===== config.mk =====
export PLATFORM = sky130hd
export DESIGN_NAME = uart_tx_fifo
export DESIGN_NICKNAME = d
export VERILOG_FILES = /design/src/rtl/uart_pkg.sv /design/src/rtl/fifo_mem.sv /design/src/rtl/uart_tx_fifo.sv
export SDC_FILE = /design/constraint.sdc
export NUM_CORES = 1
export LEC_CHECK = 0
export ABC_AREA = 1
export CORE_MARGIN = 4
export CORE_UTILIZATION = 50
export DETAILED_ROUTE_END_ITERATION = 8
export DONT_BUFFER_PORTS = 1
export GPL_ROUTABILITY_DRIVEN = 1
export GPL_TIMING_DRIVEN = 0
export PLACE_DENSITY = 0.69
export SLEW_MARGIN = 20
export SYNTH_ARGS = -nofsm -noshare
export SYNTH_HDL_FRONTEND = slang
export SYNTH_HIERARCHICAL = 1
export SYNTH_SLANG_ARGS = --single-unit

===== constraint.sdc =====
create_clock -name clk -period 6.1 [get_ports clk]
set_input_delay 1.22 -clock clk [delete_from_list [all_inputs] [get_ports clk]]
set_output_delay 1.22 -clock clk [all_outputs]
set_load 0.01 [all_outputs]

===== src/rtl/uart_pkg.sv =====
// Shared definitions for the UART peripheral: byte width, drain FSM state
// encodings and status-register bit positions used by the bus interface.
package uart_pkg;

    localparam int unsigned DATA_WIDTH = 8;

    // Transmit drain FSM states
    typedef enum logic [1:0] {
        IDLE  = 2'd0,
        ISSUE = 2'd1,
        WAIT  = 2'd2
    } drain_state_e;

    // Status register bit positions; full/overflow extend the original map
    localparam int unsigned STAT_TX_BUSY_BIT  = 0;
    localparam int unsigned STAT_RX_VALID_BIT = 1;
    localparam int unsigned STAT_TX_FULL_BIT  = 2;
    localparam int unsigned STAT_TX_OVF_BIT   = 3;

endpackage


===== src/rtl/fifo_mem.sv =====
// Simple dual-port register array for the transmit FIFO.
// Ports:
//   clk   - clock
//   we    - synchronous write enable
//   waddr - write address
//   wdata - write data
//   raddr - asynchronous read address
//   rdata - read data (combinational from raddr)
module fifo_mem
    import uart_pkg::*;
#(
    parameter int unsigned DEPTH_LOG2 = 4,
    parameter int unsigned WIDTH      = DATA_WIDTH
) (
    input  logic                  clk,
    input  logic                  we,
    input  logic [DEPTH_LOG2-1:0] waddr,
    input  logic [WIDTH-1:0]      wdata,
    input  logic [DEPTH_LOG2-1:0] raddr,
    output logic [WIDTH-1:0]      rdata
);

    localparam int unsigned DEPTH = 1 << DEPTH_LOG2;

    logic [WIDTH-1:0] mem [DEPTH];

    // Storage is intentionally not reset
    always_ff @(posedge clk) begin
        if (we) begin
            mem[waddr] <= wdata;
        end
    end

    assign rdata = mem[raddr];

endmodule


===== src/rtl/uart_tx_fifo.sv =====
// Transmit FIFO between the CPU write path and the UART serializer. Buffers
// byte writes and drains them one at a time through the latch/busy handshake.
// Ports:
//   clk, rst  - clock, synchronous active-high reset
//   wr_en     - single-cycle write strobe
//   wr_data   - byte to enqueue
//   ovf_clr   - clears the sticky overflow flag
//   full      - occupancy equals depth
//   empty     - occupancy is zero
//   count     - occupancy, 0..DEPTH
//   overflow  - sticky: a write arrived while full
//   tx_data   - byte presented to the serializer
//   tx_latch  - one-cycle load pulse to the serializer
//   tx_busy   - serializer busy, rises the cycle after an accepted latch
module uart_tx_fifo
    import uart_pkg::*;
#(
    parameter int unsigned DEPTH_LOG2 = 4
) (
    input  logic                  clk,
    input  logic                  rst,
    input  logic                  wr_en,
    input  logic [DATA_WIDTH-1:0] wr_data,
    input  logic                  ovf_clr,
    output logic                  full,
    output logic                  empty,
    output logic [DEPTH_LOG2:0]   count,
    output logic                  overflow,
    output logic [DATA_WIDTH-1:0] tx_data,
    output logic                  tx_latch,
    input  logic                  tx_busy
);

    localparam int unsigned DEPTH = 1 << DEPTH_LOG2;
    localparam int unsigned PTR_W = DEPTH_LOG2;
    localparam int unsigned CNT_W = DEPTH_LOG2 + 1;

    logic [PTR_W-1:0]      wr_ptr;
    logic [PTR_W-1:0]      rd_ptr;
    logic [CNT_W-1:0]      count_q;
    logic [DATA_WIDTH-1:0] rd_data;
    logic                  wr_accept;
    logic                  pop;
    logic                  latch_d;
    drain_state_e          state_q;
    drain_state_e          state_d;

    // Status derived from the registered occupancy
    assign full      = (count_q == CNT_W'(DEPTH));
    assign empty     = (count_q == '0);
    assign count     = count_q;
    assign wr_accept = wr_en && !full;

    fifo_mem #(
        .DEPTH_LOG2 (DEPTH_LOG2),
        .WIDTH      (DATA_WIDTH)
    ) u_mem (
        .clk   (clk),
        .we    (wr_accept),
        .waddr (wr_ptr),
        .wdata (wr_data),
        .raddr (rd_ptr),
        .rdata (rd_data)
    );

    // Drain FSM next-state: pop only from IDLE with the serializer free
    always_comb begin
        state_d = state_q;
        pop     = 1'b0;
        latch_d = 1'b0;
        case (state_q)
            IDLE: begin
                if (!empty && !tx_busy) begin
                    pop     = 1'b1;
                    latch_d = 1'b1;
                    state_d = ISSUE;
                end
            end
            ISSUE: state_d = WAIT;
            WAIT: begin
                if (!tx_busy) begin
                    state_d = IDLE;
                end
            end
            default: state_d = IDLE;
        endcase
    end

    // Drain FSM state and serializer outputs
    always_ff @(posedge clk) begin
        if (rst) begin
            state_q  <= IDLE;
            tx_latch <= 1'b0;
            tx_data  <= '0;
        end else begin
            state_q  <= state_d;
            tx_latch <= latch_d;
            if (pop) begin
                tx_data <= rd_data;
            end
        end
    end

    // Pointers and occupancy
    always_ff @(posedge clk) begin
        if (rst) begin
            wr_ptr  <= '0;
            rd_ptr  <= '0;
            count_q <= '0;
        end else begin
            if (wr_accept) begin
                wr_ptr <= wr_ptr + PTR_W'(1);
            end
            if (pop) begin
                rd_ptr <= rd_ptr + PTR_W'(1);
            end
            case ({wr_accept, pop})
                2'b10:   count_q <= count_q + CNT_W'(1);
                2'b01:   count_q <= count_q - CNT_W'(1);
                default: count_q <= count_q;
            endcase
        end
    end

    // Sticky overflow; a rejected write beats a same-cycle clear
    always_ff @(posedge clk) begin
        if (rst) begin
            overflow <= 1'b0;
        end else if (wr_en && full) begin
            overflow <= 1'b1;
        end else if (ovf_clr) begin
            overflow <= 1'b0;
        end
    end

endmodule


==> summary.md <==
| Metric | Value |
|---|---|
| CTS root buffer | clkbuf_16 |
| Layout cells sized above 1 | 9.40% |
| Max Freq | 379 MHz |
| Reg2Reg Depth | 13 |
| Hold EP | state_q[1] |
| Routing usage on met1 | 28.0% |
| Placed Instances | 878 |
| CP Capture Type | primary output |
| 1st-iter DRT viols | 497 |
| IO buf count | 0 |
| Initial core utilization | 51.1% |
| Initial antenna violation count | 0 |
| Worst r2r src | count[0] |
| Layout area overhead | 12.2% |
| Gpl congestion | 0.916 |
| DRC | 0 |
| Crit Path Max Fanout | 6 |
| Final Hold Viols | 0 |
| CP cell instances | nor2_2, nand4_1, inv_1 |
| Clock-pin slew on the worst setup and hold paths | 0.06 ns |
| Register Area | 4340 um2 |
| RSZ-0062 raised after global routing | no |
| Largest net degree at the start of global routing | 17 |
| DR pass1 iterations | 5 |
| Routed WL | 16400 um |
| Setup WS pre-CTS | 3.07 ns |
| Area share of the largest cell type after synthesis | 56.5% |
| CP required | 4.88 ns |
| Synth warn | 6 |
| Die X | 125 um |
| DR vias | 4757 |
| Final Cycle Share | 43.2% |
| Gr ovfl total | 0 |
| Setup violators final | 0 |
| Status | finished, final reports clean |
| Final ANT Viol Nets | 0 |
| Maximum vdd ir drop | 358 uV |
| H-tree levels | 4 |
| FILL cells | 1158 |
| Fin crit period | 2.64 ns |
| Slowest stage delay, CP | 0.41 ns |
| Vias in the first global route | 4569 |
| # diodes | 0 |
| Max_slew headroom | 36.8% |
| TNS Setup | 0 ns |
| Mean Syn Cell Area | 9.68 um2 |
| Post-cts repair resize count | 0 |
| WHS Path Cells | 3 |
| Worst-skew pair later-pin latency | 0.43 ns |
| Post-placement cell area | 7020 um2 |
| Slack of the worst reg-to-reg path | 3.69 ns |
| Post-synth net total | 722 |
| TritonCTS clock tree | built |
| Top-Level Pins | 30 |
| Slowest cell on the critical path | dfxtp_1 |
| PwrDens | 417 nW/um2 |
| Overall Global Routing Usage | 21.6% |
| Die Y | 125 um |
| Slew @ Worst Pin | 0.945 ns |
| Max-Cap Viols | 0 |
| Pleak | 0.00331 uW |
| Yosys top cell by area | edfxtp_1 |
| TritonCTS Buffers | 17 |
| Final nets | 741 |
| Commonest cells after routing, fill and taps aside | nand2_1 (199), edfxtp_1 (128), inv_1 (118) |
| Reg-to-Reg End | count[4] |
| Cts hold-fix bufs | 0 |
| CP arrival | 1.42 ns |
| Worst hold start | state_q[1] |
| Row cnt | 42 |
| Netlist Area Pre-Place | 6800 um2 |
| Synth cell types | 25 |
| Yosys reg bits | 153 |
| Core Box Area | 13300 um2 |
| Post-route cell area | 7630 um2 |
| Met2 GRT Util | 35.4% |
| Sequential element share of the synthesized area | 63.9% |
| GR peak layer | met2 |
| Largest cells by area after synthesis | edfxtp_1 (57%), nand2_1 (11%), nand3_1 (7.6%), dfxtp_1 (7.4%), inv_1 (6.5%) |
| Most common cell after layout, fill and taps aside | nand2_1 |
| Wire per inst | 18.0 um |
| Final Max Slew Viols | 0 |
| Cell count after synthesis | 702 |
| Vias per cell | 5.23 |
| Global-route wire length before repair | 25200 um |
| Longest Clk Path Bufs | 2 |
| Die area | 15500 um2 |
| WS Path Type | register to primary output |
| Min setup slack post-route | 3.46 ns |
| Clock Skew | 0.00988 ns |
| Non-Filler Instances | 910 |
| Multi-input logic area | 1780 um2 |
| Post-CTS Setup Inserts | 0 |
| Critical Path Start Type | register |
| Clock Sink Count | 153 |
| Met3 usage | 5.57% |
| Hpwl dp | 11000 um |
| Worst Hold Class | register to register |
-- flip-flops by register name (all words and copies together), names as in the netlist --
signal,count
count,5
state_q,2
tx_data,8
u_mem/mem,128
tx_latch,1
wr_ptr,4
overflow,1
rd_ptr,4
-- area by class of cell --
cell class,instances,share of cell area [%]
multi-input cells,399,23.4
clock inverters,14,2.36
clock buffers,18,5.63
plain buffers,28,2.79
inverters,122,6.00
well taps,176,2.89
flip-flops and latches,153,57.0
-- cell families after synthesis --
| family | synth area share [%] |
|---|---|
| buffers and inverters | 9.87 |
| xor gates and xnor gates | 0.387 |
| adders and majority gates | 1.40 |
| and+or+nand+nor | 22.6 |
| DFF | 63.9 |
| AOI/OAI and AO/OA | 1.82 |
-- report_power, final --
group | switching [uW] | total, uW | internal [uW]
sequential | 70.0 | 1270 | 1200
clock | 400 | 1080 | 678
combinational | 556 | 829 | 274
total | 1030 | 3180 | 2150
-- how the worst max path moves through the flow --
stage / endpoint / slack, ns / depth (start not counted) / startpoint
after floorplan: count[4] / 3.31 / 12 / tx_busy
after global routing: full / 3.33 / 3 / count[0]
after global placement: count[4] / 3.11 / 12 / tx_busy
after CTS: full / 3.44 / 3 / count[0]
after detailed placement: count[4] / 3.07 / 12 / tx_busy
final: full / 3.46 / 3 / count[0]
-- metal layers --
metal | share of wire, % | routed length [um]
met1 | 41 | 6770
met2 | 50 | 8170
met3 | 7.0 | 1150
met4 | 1.7 | 277
met5 | 0 | 0
-- synth_stat cells (all sizes together) --
cell type  count
dfxtp         25
nand4          2
or2            1
nor2          55
fa             1
edfxtp       128
o21ai         15
bufbuf         1
nand2        201
xor2           3
inv          122
and3           1
buf           27
nand3b         2
nand3        103
ha             6
a21oi          9
-- critical path: cells and delay by family, from the launching register on --
family / cells / cell delay [ns]
buffers and inverters: 1 / 0.18
AND/OR/NAND/NOR: 2 / 0.41
flip-flops: 1 / 0.41
-- stage by stage --
| step | utilization, % | hold slack, ns | total power, uW |
|---|---|---|---|
| 3_3_place_gp | 52.8 | 0.470 | 2080 |
| 3_5_place_dp | 52.8 | 0.487 | 2110 |
| 4_1_cts | 57.4 | 0.503 | 3180 |
| 5_1_grt | 57.4 | 0.548 | 3340 |
| 6_report | 57.4 | 0.504 | 3180 |
| 2_1_floorplan | - | 0.461 | 1860 |
No activity file was read; power rests on OpenSTA's default activity.
